**src/rtl/serializer_8b10b.sv**
```systemverilog
`default_nettype none
// ============================================================================
//  Module   : serializer_8b10b
//  Purpose  : Transmit-side 8b/10b encoder and serializer. Bytes arrive over
//             a valid/ready handshake into a one-entry holding register. Each
//             byte is encoded (Widmer-Franaszek, running disparity tracked)
//             into a 10-bit shifter and sent one bit per clock, a first and
//             j last, with no gap between back-to-back symbols.
//  Ports    : i_Clk       - bit clock, one serial bit per rising edge
//             i_Rst       - synchronous active-high reset
//             i_Data[7:0] - byte to encode (HGF = [7:5], EDCBA = [4:0])
//             i_Valid     - i_Data valid
//             i_K         - encode as control character (SERIALIZER_KCHAR_EN)
//             o_Ready     - holding register empty
//             o_Data_Out  - serial bit
//             o_Tx_Active - o_Data_Out carries a symbol bit this cycle
//             o_Rd        - running disparity after the symbol being shifted
//             o_K_Err     - one-cycle pulse on an invalid K request
//                           (SERIALIZER_KCHAR_EN)
//  Options  : SERIALIZER_KCHAR_EN - adds K-character support (i_K, o_K_Err)
//  Revision : 1.0 - initial release
// ============================================================================
module serializer_8b10b (
  input  logic       i_Clk,
  input  logic       i_Rst,
  input  logic [7:0] i_Data,
  input  logic       i_Valid,
`ifdef SERIALIZER_KCHAR_EN
  input  logic       i_K,
  output logic       o_K_Err,
`endif
  output logic       o_Ready,
  output logic       o_Data_Out,
  output logic       o_Tx_Active,
  output logic       o_Rd
);

  // 5b/6b table, RD- column, abcdei with a in the MSB.
  function automatic logic [5:0] enc6_rdn(input logic [4:0] x);
    case (x)
      5'd0:    enc6_rdn = 6'b100111;  5'd1:  enc6_rdn = 6'b011101;
      5'd2:    enc6_rdn = 6'b101101;  5'd3:  enc6_rdn = 6'b110001;
      5'd4:    enc6_rdn = 6'b110101;  5'd5:  enc6_rdn = 6'b101001;
      5'd6:    enc6_rdn = 6'b011001;  5'd7:  enc6_rdn = 6'b111000;
      5'd8:    enc6_rdn = 6'b111001;  5'd9:  enc6_rdn = 6'b100101;
      5'd10:   enc6_rdn = 6'b010101;  5'd11: enc6_rdn = 6'b110100;
      5'd12:   enc6_rdn = 6'b001101;  5'd13: enc6_rdn = 6'b101100;
      5'd14:   enc6_rdn = 6'b011100;  5'd15: enc6_rdn = 6'b010111;
      5'd16:   enc6_rdn = 6'b011011;  5'd17: enc6_rdn = 6'b100011;
      5'd18:   enc6_rdn = 6'b010011;  5'd19: enc6_rdn = 6'b110010;
      5'd20:   enc6_rdn = 6'b001011;  5'd21: enc6_rdn = 6'b101010;
      5'd22:   enc6_rdn = 6'b011010;  5'd23: enc6_rdn = 6'b111010;
      5'd24:   enc6_rdn = 6'b110011;  5'd25: enc6_rdn = 6'b100110;
      5'd26:   enc6_rdn = 6'b010110;  5'd27: enc6_rdn = 6'b110110;
      5'd28:   enc6_rdn = 6'b001110;  5'd29: enc6_rdn = 6'b101110;
      5'd30:   enc6_rdn = 6'b011110;
      default: enc6_rdn = 6'b101011;
    endcase
  endfunction

  // 3b/4b data table, RD- column (fghj), primary D.x.P7 for HGF = 7.
  function automatic logic [3:0] enc4_rdn(input logic [2:0] y);
    case (y)
      3'd0:    enc4_rdn = 4'b1011;  3'd1: enc4_rdn = 4'b1001;
      3'd2:    enc4_rdn = 4'b0101;  3'd3: enc4_rdn = 4'b1100;
      3'd4:    enc4_rdn = 4'b1101;  3'd5: enc4_rdn = 4'b1010;
      3'd6:    enc4_rdn = 4'b0110;
      default: enc4_rdn = 4'b1110;
    endcase
  endfunction

  // 3b/4b control table for RD+ after the 6b sub-block. For control codes
  // every entry (neutral ones included) is inverted when RD is negative.
  function automatic logic [3:0] kenc4_rdp(input logic [2:0] y);
    case (y)
      3'd0:    kenc4_rdp = 4'b0100;  3'd1: kenc4_rdp = 4'b1001;
      3'd2:    kenc4_rdp = 4'b0101;  3'd3: kenc4_rdp = 4'b0011;
      3'd4:    kenc4_rdp = 4'b0010;  3'd5: kenc4_rdp = 4'b1010;
      3'd6:    kenc4_rdp = 4'b0110;
      default: kenc4_rdp = 4'b1000;
    endcase
  endfunction

  function automatic logic [2:0] ones6(input logic [5:0] v);
    ones6 = 3'd0;
    for (int i = 0; i < 6; i++) ones6 = ones6 + {2'b00, v[i]};
  endfunction

  function automatic logic [2:0] ones4(input logic [3:0] v);
    ones4 = 3'd0;
    for (int i = 0; i < 4; i++) ones4 = ones4 + {2'b00, v[i]};
  endfunction

  logic       hold_full_q, hold_full_d;
  logic [7:0] hold_data_q, hold_data_d;
  logic [9:0] shift_q,     shift_d;
  logic [3:0] cnt_q,       cnt_d;
  logic       active_q,    active_d;
  logic       rd_q,        rd_d;
  logic       ready_q,     ready_d;
`ifdef SERIALIZER_KCHAR_EN
  logic       hold_k_q,    hold_k_d;
  logic       k_err_q,     k_err_d;
`endif

  logic       accept, load;
  logic [4:0] x;
  logic [2:0] y;
  logic       k_req, k_ok, use_k;
  logic [5:0] code6;
  logic [3:0] code4;
  logic       bal6, rd6, rd10;

  always_comb begin
    accept = i_Valid && ready_q;
    // Load on an idle shifter or on the bit-j cycle, so symbols abut.
    load   = hold_full_q && (!active_q || (cnt_q == 4'd9));

    x = hold_data_q[4:0];
    y = hold_data_q[7:5];
`ifdef SERIALIZER_KCHAR_EN
    k_req = hold_k_q;
`else
    k_req = 1'b0;
`endif
    k_ok  = (x == 5'd28) ||
            ((y == 3'd7) && ((x == 5'd23) || (x == 5'd27) || (x == 5'd29) || (x == 5'd30)));
    use_k = k_req && k_ok;

    // 6b sub-block: RD+ inverts unbalanced codes and 111000. The 111000/000111
    // pair leaves RD where it was (ends low / ends high respectively).
    code6 = enc6_rdn(x);
    if (use_k && (x == 5'd28)) code6 = 6'b001111;
    bal6 = (ones6(code6) == 3'd3);
    if (rd_q && (!bal6 || (code6 == 6'b111000))) code6 = ~code6;
    rd6 = bal6 ? rd_q : ~rd_q;

    // 4b sub-block chosen from the RD left by the 6b sub-block.
    if (use_k) begin
      code4 = kenc4_rdp(y);
      if (!rd6) code4 = ~code4;
    end else begin
      code4 = enc4_rdn(y);
      // Alternate A7 avoids a run of five equal bits across the boundary.
      if ((y == 3'd7) && (rd6 ? ((x == 5'd11) || (x == 5'd13) || (x == 5'd14))
                              : ((x == 5'd17) || (x == 5'd18) || (x == 5'd20))))
        code4 = 4'b0111;
      if (rd6 && ((ones4(code4) != 3'd2) || (code4 == 4'b1100))) code4 = ~code4;
    end
    rd10 = (ones4(code4) == 3'd2) ? rd6 : ~rd6;

    hold_full_d = hold_full_q;
    hold_data_d = hold_data_q;
    shift_d     = shift_q;
    cnt_d       = cnt_q;
    active_d    = active_q;
    rd_d        = rd_q;
`ifdef SERIALIZER_KCHAR_EN
    hold_k_d    = hold_k_q;
    k_err_d     = 1'b0;
`endif

    if (load) begin
      shift_d     = {code6, code4};
      cnt_d       = 4'd0;
      active_d    = 1'b1;
      rd_d        = rd10;
      hold_full_d = 1'b0;
`ifdef SERIALIZER_KCHAR_EN
      k_err_d     = k_req && !k_ok;
`endif
    end else if (active_q) begin
      if (cnt_q == 4'd9) begin
        // Zeroing the shifter keeps the serial line low while idle.
        shift_d  = 10'd0;
        cnt_d    = 4'd0;
        active_d = 1'b0;
      end else begin
        shift_d = {shift_q[8:0], 1'b0};
        cnt_d   = cnt_q + 4'd1;
      end
    end

    if (accept) begin
      hold_full_d = 1'b1;
      hold_data_d = i_Data;
`ifdef SERIALIZER_KCHAR_EN
      hold_k_d    = i_K;
`endif
    end

    ready_d = ~hold_full_d;
  end

  always_ff @(posedge i_Clk) begin
    if (i_Rst) begin
      hold_full_q <= 1'b0;
      hold_data_q <= 8'd0;
      shift_q     <= 10'd0;
      cnt_q       <= 4'd0;
      active_q    <= 1'b0;
      rd_q        <= 1'b0;
      ready_q     <= 1'b0;
`ifdef SERIALIZER_KCHAR_EN
      hold_k_q    <= 1'b0;
      k_err_q     <= 1'b0;
`endif
    end else begin
      hold_full_q <= hold_full_d;
      hold_data_q <= hold_data_d;
      shift_q     <= shift_d;
      cnt_q       <= cnt_d;
      active_q    <= active_d;
      rd_q        <= rd_d;
      ready_q     <= ready_d;
`ifdef SERIALIZER_KCHAR_EN
      hold_k_q    <= hold_k_d;
      k_err_q     <= k_err_d;
`endif
    end
  end

  assign o_Ready     = ready_q;
  assign o_Data_Out  = shift_q[9];
  assign o_Tx_Active = active_q;
  assign o_Rd        = rd_q;
`ifdef SERIALIZER_KCHAR_EN
  assign o_K_Err     = k_err_q;
`endif

endmodule
`default_nettype wire

```
**config.mk**
```make
export PLATFORM = sky130hd
export DESIGN_NAME = serializer_8b10b
export DESIGN_NICKNAME = d
export VERILOG_FILES = /design/src/rtl/serializer_8b10b.sv
export SDC_FILE = /design/constraint.sdc
export NUM_CORES = 1
export LEC_CHECK = 0
export ABC_AREA = 1
export BUFFER_PORTS_ARGS = -buffer_cell sky130_fd_sc_hd__buf_2
export CAP_MARGIN = 20
export CORE_MARGIN = 3
export CORE_UTILIZATION = 50
export CTS_CLUSTER_SIZE = 28
export DETAILED_ROUTE_END_ITERATION = 10
export HOLD_SLACK_MARGIN = 0.08
export PLACE_DENSITY = 0.68
export SETUP_SLACK_MARGIN = 0.5
export SYNTH_ARGS = -nofsm -noshare
export SYNTH_HDL_FRONTEND = slang
export SYNTH_SLANG_ARGS = --single-unit
```
**constraint.sdc**
```tcl
create_clock -name i_Clk -period 7.8 [get_ports i_Clk]
set_input_delay 0 -clock i_Clk [delete_from_list [all_inputs] [get_ports i_Clk]]
set_output_delay 0 -clock i_Clk [all_outputs]
set_load 0.005 [all_outputs]
```
Yosys cells after proc, flatten, opt, wreduce, memory -nomap -nowiden:

Memory sizes are Yosys's and may differ from the RTL's. A register that Yosys moved wholly into a read port is not among the register bits.
Cells that the tools add are included.

* bits in registers: 26
* memory bits (read-only): 192
* bits of input ports: 11
* logic and storage cells: 79
* memories: 1

* add/subtract/negate cells: 12
* equal/unequal tests: 19
* multiplexer cells: 18
* bitwise gates (word level): 5
* reduce and logical (&&, ||, !) cells: 17

Memories
* (name not given): depth 32, bits a word 6, rd ports 1, clocked after Yosys merged registers in 1, write ports 0, RTL line 40 `case (x)`

Operators with widths (count)
* 2-to-1 mux 10 bit: 3
* one-hot mux 4 bit (7 select lines): 1
* adder 3 x 1 -> 3 bit: 5
* equality test 5 x 4 -> 1 bit (second input constant): 3
* equality test 5 bit (second input constant): 3
* equality test 3 x 2 -> 1 bit (second input constant): 4
* equality test 3 bit (second input constant): 4
* 2-to-1 mux 4 bit: 3
* 2-to-1 mux 5 bit: 2
* adder 2 x 1 -> 3 bit: 3
* equality test 4 bit (second input constant): 2
* 2-to-1 mux 1 bit: 8
* logical OR 1 bit: 7
* adder 1 x 1 -> 2 bit: 3
* equality test 6 bit (second input constant): 1
* 2-to-1 mux 6 bit: 1
* NOT 6 bit: 1
* logical AND 1 bit: 5
* adder 4 x 1 -> 4 bit (second input constant): 1
* NOT 4 bit: 1
* equality test 3 x 1 -> 1 bit (second input constant): 1
* zero test 3 bit: 1
* inequality test 3 x 2 -> 1 bit (second input constant): 1
* NOT 1 bit: 3
* other kinds (3): 4

Depth between registers and ports, before layout:

Gate-level depths: netlist (run 1).

* depth after elaboration: 22
* gate-level depth with buffers: 25
* mapped depth without buffers: 25

Worst setup path before layout (run 1):

Ideal clock, no wire load.

* kind: register to register
* start point: register (tool-made name)
* end point: register rd_q, in the netlist o_Rd
* arrival time: 3978 ps
* required time: 7679 ps
* path slack: 3701 ps
* cell stages (with the launch flop): 24
* path buffers: 0
* period minus slack after synthesis: 4099 ps
* cells stage by stage: dfxtp_1 > inv_2 > fa_1 > fa_1 > inv_1 > ha_1 > inv_1 > fa_1 > inv_1 > nand3_1 > nand2_2 > nand2_4 > nand2_2 > nand3_2 > nand2_1 > nand2_1 > and2_1 > ha_1 > ha_1 > ha_1 > nor3b_1 > nand2_1 > nand2_1 > o22ai_1

RTL lines
* to (signal assigned): RTL line 214 `rd_q <= rd_d;`
* to (decl): RTL line 99 `logic rd_q, rd_d;`

==> summary.txt, run 1 <==
STA
  – Final setup margin: around 3.5 ns
  – FMAX: about 0.23 GHz
  – Setup TNS Final: 0 ns
  – Finish-stage setup viols: 0
  – Final Max Slew Viols: 0
  – Worst-Margin Slew: about 0.45 ns
  – Clk_skew: 0.00635 ns
  – Fin. Hold Viols: 0
  – RSZ-0062 raised after global routing: no
  – Max_slew headroom: about 70%
  – Tmin final: 4.28 ns
  – Fin crit share: 54.9%

Placed design
  – PortBufs: 14
  – DP Worst Slack: ~3.5 ns
  – Gpl congestion: between 0.8 and 0.9
  – Hpwl dp: roughly 3200 um

Clocking
  – Worst-Skew Late Latency: between 0.2 and 0.3 ns
  – Reg clk slew, reported paths: 0.06 ns
  – CTS Root Cell: clkbuf_8
  – CTS tree: built
  – CTS sink cnt: 32
  – Clk buf depth: 2
  – Max H-tree Level: 2
  – Clock buffer count from CTS: 5
  – CTS resizes: 0

Logic synthesis
  – Post-synth top area cell: dfxtp_1
  – Post-synthesis mux area share: 0%
  – Flops & latches, synth: 32
  – Synthesized area: between 2000 and 2500 sq um
  – Largest family of logic cells by synthesized area: simple AND/OR/NAND/NOR gates
  – Adder-cell share of the synthesized area: between 10% and 20%
  – Register area share after synthesis: just under 30%
  – Post-synth EDFFs: 0
  – Syn nets: roughly 340
  – Post-Synth Simple-Gate Area: a little under a third
  – Mapped Cells: 307
  – Post-synthesis compound-gate area fraction: 13.7%
  – Mean Syn Cell Area: between 7 and 8 sq um
  – Most common cell in the netlist: nand2_1
  – Synth Warn #: 0
  – Ys async rst share: 0%
  – Top-area cell type share of the netlist area: about 30%
  – Synth area leaders: dfxtp_1 30%, nand2_1 12%, ha_1 8.1%
  – Yosys cell types: 35
  – Post-synthesis xor/xnor area fraction: ~3.2%
  – Top cell types by occurrence after synthesis: 71 x nand2_1, 42 x inv_1, 32 x dfxtp_1, 27 x nor2_1, 19 x a21oi_1
  – Ys flop type: dfxtp_1

Route
  – Vias per Instance: slightly below 5
  – Routed wire length: between 4000 and 5000 um
  – Via count: 1858
  – WL per Instance: roughly 11 um
  – DRC viols: 0
  – Detailed router's first-iteration violation count: between 70 and 80
  – Post-route ant nets: 0
  – DRT Pass-1 Iters: 4

Setup path
  – Cells along the critical path: inv_2 -> fa_1 -> fa_1 -> inv_1 -> ha_1 -> inv_1 -> fa_1 -> inv_1 -> nand3_1 -> nand2_2 -> nand2_4 -> nand2_2 -> nand3_2 -> nand2_1 -> inv_2 -> nand2_1 -> o21ai_0 -> ha_1 -> ha_1 -> ha_1 -> nor3b_1 -> nand2_1 -> nand2_1 -> o22ai_1
  – Worst Path Required: 7.96 ns
  – Crit start category: flip-flop
  – CP max FO: 5
  – Critical setup path kind: reg -> reg
  – Max incr delay on CP: 0.55 ns
  – Critical path arrival: roughly 4.4 ns
  – Setup crit end kind: flip-flop
  – CP max-delay cell: fa_1

Run
  – Max Cap Viol: 0

Cells and area
  – Area delta synth->final: 10.5%
  – Layout cell share with drive strength beyond 1: 16.5%
  – Net count reported at finish: approximately 360
  – Fill count: roughly 410
  – Ant. Diodes: 0

Floorplan
  – Core Region: between 4000 and 5000 sq um
  – Rows: 23
  – Die H: just over 70 um
  – Ports: 15
  – Initial Util: ~53%
  – Die X: between 70 and 80 um
  – Full die area: 5150 sq um

Min path
  – Hold Crit Class: in -> reg
  – HP Start: i_Data[3]

Global route
  – Total Routing Usage GR: between 10% and 20%
  – First-pass GRT wire length: about 7400 um
  – Vias in the first global route: 1820
  – Largest net degree at the start of global routing: 16
  – Overflow left after global routing: 0
  – Initial antenna violation count: 0

Pwr
  – Maximum VDD drop: about 92 uV
  – Power per cell area: ~230 nW/um^2
  – P_leak: 1.12 nW

Run status
  – Status: finished, final reports clean
metal layers:
layer	share of wire, %	GRT usage, %	vias up
met1	47	21.2	819
met5	0	0	-
met2	48	30.9	22
met3	3.2	4.63	12
met4	2.6	9.19	0
li1	-	-	1005
path summary, 6_finish.rpt:
check,to,slack (ns),cells after the start
setup / recovery,o_Rd,3.52,24
hold / removal,hold_data_q[3],0.12,3
setup reg to reg,o_Rd,3.52,24
hold reg to reg,shift_q[9],0.48,2
power by group:
group / switching [W] / internal (W)
registers: 0.0000121 / 0.000179
logic: 0.000128 / 0.0000878
clock network: 0.0000581 / 0.0000785
area by class of cell:
cell class / count / area (sq um) / area share (%)
multi-input cells: 218 / 1280 / 53.5
flip-flops and latches: 32 / 641 / 26.8
inverters: 51 / 191 / 8.02
repair buffers: 19 / 120 / 5.03
clock buffers: 7 / 96.3 / 4.04
well taps: 50 / 62.6 / 2.62
critical path: cells and delay by family, from the launching register on:
| kind | cells | cell delay, ns |
|---|---|---|
| adder cells (fa/ha/maj) | 7 | 2.43 |
| AND/OR/NAND/NOR | 10 | 0.98 |
| flip-flops | 1 | 0.35 |
| buffers and inverters | 5 | 0.28 |
| AO/OA/AOI/OAI | 2 | 0.14 |
logic make-up after synthesis:
family	count (synthesis)
xor gates and xnor gates	7
adders and majority gates	17
and+or+nand+nor	142
DFF	32
buffers and inverters	57
AOI/OAI and AO/OA	52
cell usage in the layout (no fill, tap or decap), types with 4 or more instances in the layout:
cell type / count
ha_1: 14
inv_2: 9
buf_2: 14
nand3_1: 14
a21oi_1: 19
nand2_1: 71
o21ai_1: 6
clkbuf_8: 7
o22ai_1: 4
inv_1: 42
nand2_2: 9
nor2_1: 27
o21ai_0: 17
dlygate4sd3_1: 5
dfxtp_1: 32
xor2_1: 6
per-stage QoR:
stage	instance area, sq um	cells	hold slack [ns]	util [%]	total power, W
CTS	2390	377	0.121	58.4	0.000551
floorplan	2160	307	0.0835	-	0.000375
global placement	2240	365	0.285	54.8	0.000407
detailed placement	2240	365	0.295	54.8	0.000411
global route	2390	377	0.148	58.4	0.000594
finish	2390	377	0.123	58.4	0.000544
repair_timing:
item	4_1_cts	5_1_grt
setup buffers	0	0
hold endpoints to repair	6	0
hold buffers	5	0
setup endpoints to repair	0	0
No activity file was read; power rests on OpenSTA's default activity.
==> inputs of run 2 (changes only) <==
Settings changed: PLACE_DENSITY 0.68 to 0.71.
Clock period 7.8 ns to 3.8 ns, I/O delays scaled along.
==> run 2 against run 1 <==
Against the previous run:
- the run now ends with setup timing left
- maximum frequency grew 5.3%
- critical endpoint unchanged
- final cell count grew 4.2%
- hold slack lost 0.023 ns
- sequential power grew 100%
- clock-buffer cell count is the same
- utilization grew 6.5 points
- clock skew grew 0.0031 ns
==> summary.txt, run 2 (synthesized netlist as in run 1, its figures left out) <==
Setup path
  – Critical path arrival: approximately 4.2 ns
  – CP max FO: 5
  – Setup crit end kind: flip-flop
  – Crit start category: flip-flop
  – Critical setup path kind: reg -> reg
  – Worst Path Required: a little under 4 ns

Global route
  – Vias in the first global route: approximately 1700
  – First-pass GRT wire length: ~7300 um
  – Initial antenna violation count: 0
  – Total Routing Usage GR: roughly 18%
  – Largest net degree at the start of global routing: 16
  – Overflow left after global routing: 0

STA
  – Setup TNS Final: -0.264 ns
  – Fin. Hold Viols: 0
  – Tmin final: ~4 ns
  – Clk_skew: 0.00940 ns
  – Final Max Slew Viols: 0
  – Max_slew headroom: ~69%
  – Worst-Margin Slew: about 0.46 ns
  – Final setup margin: -0.264 ns
  – RSZ-0062 raised after global routing: yes
  – Finish-stage setup viols: 1
  – WHS: approximately 0.1 ns
  – FMAX: approximately 0.25 GHz
  – Fin crit share: 107%

Clocking
  – Clock buffer count from CTS: 5
  – Reg clk slew, reported paths: roughly 0.070 ns
  – Worst-Skew Late Latency: ~0.28 ns
  – CTS Root Cell: clkbuf_8
  – Clk buf depth: 2
  – CTS tree: built
  – CTS sink cnt: 32
  – Max H-tree Level: 2

Pwr
  – Switching Fraction: roughly a third
  – P_leak: between 1 and 1.5 nW
  – Sequential share of power: 26.8%
  – Logic pwr share: 48.8%
  – Switching Power: approximately 0.0005 W
  – Clock network fraction of total power: 24.4%
  – Maximum VDD drop: 276 uV
  – Pint: between 0.0009 and 0.001 W
  – Power per cell area: 551 nW/um^2

Route
  – Post-route ant nets: 0
  – Vias per Instance: 4.92
  – DR WL met3: between 100 and 150 um
  – Routed wire length: between 4000 and 5000 um
  – Wire length on met2: roughly 2200 um
  – Top Metal Used: met4
  – DRT Pass-1 Iters: 4
  – Detailed router's first-iteration violation count: about 120
  – Via count: 1935
  – DRC viols: 0
  – Metal1 wirelength: about 2100 um
  – WL per Instance: about 11 um

Cells and area
  – Layout cell share with drive strength beyond 1: between 20% and 30%
  – Final core occ: between 60 and 70%
  – Area delta synth->final: 22.7%
  – Most frequent cells in the layout: 66 x nand2_1, 39 x inv_1, 30 x dfxtp_1
  – Most common cell after layout, fill and taps aside: nand2_1
  – Ant. Diodes: 0
  – Cell area after layout: between 2000 and 3000 sq um
  – Net count reported at finish: 370

Placed design
  – Gpl congestion: around 0.9
  – PortBufs: 14
  – Area after DPL: about 2300 sq um
  – DP Worst Slack: -0.300 ns
  – Hpwl dp: 3140 um

Floorplan
  – Initial Util: 52.9%
  – Rows: 23
  – Core Region: approximately 4100 sq um
  – Ports: 15
  – Full die area: a little over 5000 sq um
  – Die X: 71.7 um
  – Die H: slightly above 70 um

Run
  – Max Cap Viol: 0

Min path
  – HP Start: i_Rst
  – Hold Crit Class: in -> reg

Run status
  – Status: finished, violations left
  – Failing checks: setup timing
## run 2: cell types whose count changed in the layout (fill, tap and decap cells not counted), moves of 3 or more
cell / delta
buf_4: +15
nand2_1: -5
ha_1: -4
ha_4: +3
inv_1: -3
inv_2: +3
nand2_2: +3
## run 2: power by group through the flow
stage          Sequential [W]  Combinational [W]  Clock [W]
2_1_floorplan        0.000395           0.000406          0
3_3_place_gp         0.000398           0.000515          0
3_5_place_dp         0.000398           0.000528          0
4_1_cts              0.000391           0.000549   0.000362
5_1_grt              0.000395           0.000790   0.000372
6_report             0.000391           0.000713   0.000356
## run 2: layout make-up
type / count / area, sq um
Tap cell: 50 / 62.6
Inverter: 51 / 191
Fill cell: 353 / 1440
Clock buffer: 7 / 96.3
Timing Repair Buffer: 34 / 233
Clock inverter: 1 / 30.0
Sequential cell: 32 / 643
Multi-Input combinational cell: 218 / 1400
## run 2: critical path: stages (launching register included)
cell,delay [ns]
dfxtp_2,0.33
inv_2,0.04
fa_1,0.56
fa_1,0.42
inv_1,0.07
ha_2,0.17
inv_2,0.04
fa_2,0.57
inv_2,0.04
nand3_2,0.06
nand2_2,0.07
nand2_4,0.11
nand2_4,0.05
nand3_4,0.11
nand2_2,0.10
o21ai_2,0.19
ha_4,0.24
ha_4,0.16
ha_4,0.25
nor3b_4,0.18
nand2_1,0.08
nand2_1,0.07
o22ai_1,0.06
## run 2: worst paths after layout
kind,endpoint,slack (ns),cells past startpoint
setup / recovery,o_Rd,-0.26,22
hold reg to reg,shift_q[0],0.47,2
hold / removal,o_Ready,0.10,2
setup reg to reg,o_Rd,-0.26,22
## run 2: per-stage QoR
step	power, W	cells
2_1_floorplan	0.000801	307
3_5_place_dp	0.000927	375
5_1_grt	0.00156	393
6_report	0.00146	393
4_1_cts	0.00130	389
3_3_place_gp	0.000913	375
## run 2: timing repair
action | CTS | global route
endpoints found under the hold margin | 6 | 0
buffers inserted | 1 | 4
hold buffers | 5 | 0
pin swaps | 2 | 14
setup endpoints to repair | 1 | 3
gates resized for setup | 5 | 16
## run 2: layer usage
layer / up-vias / global-route usage (%)
met4: 0 / 5.43
met3: 2 / 4.91
li1: 1032 / -
met5: - / 0
met2: 29 / 29.0
met1: 872 / 22.7
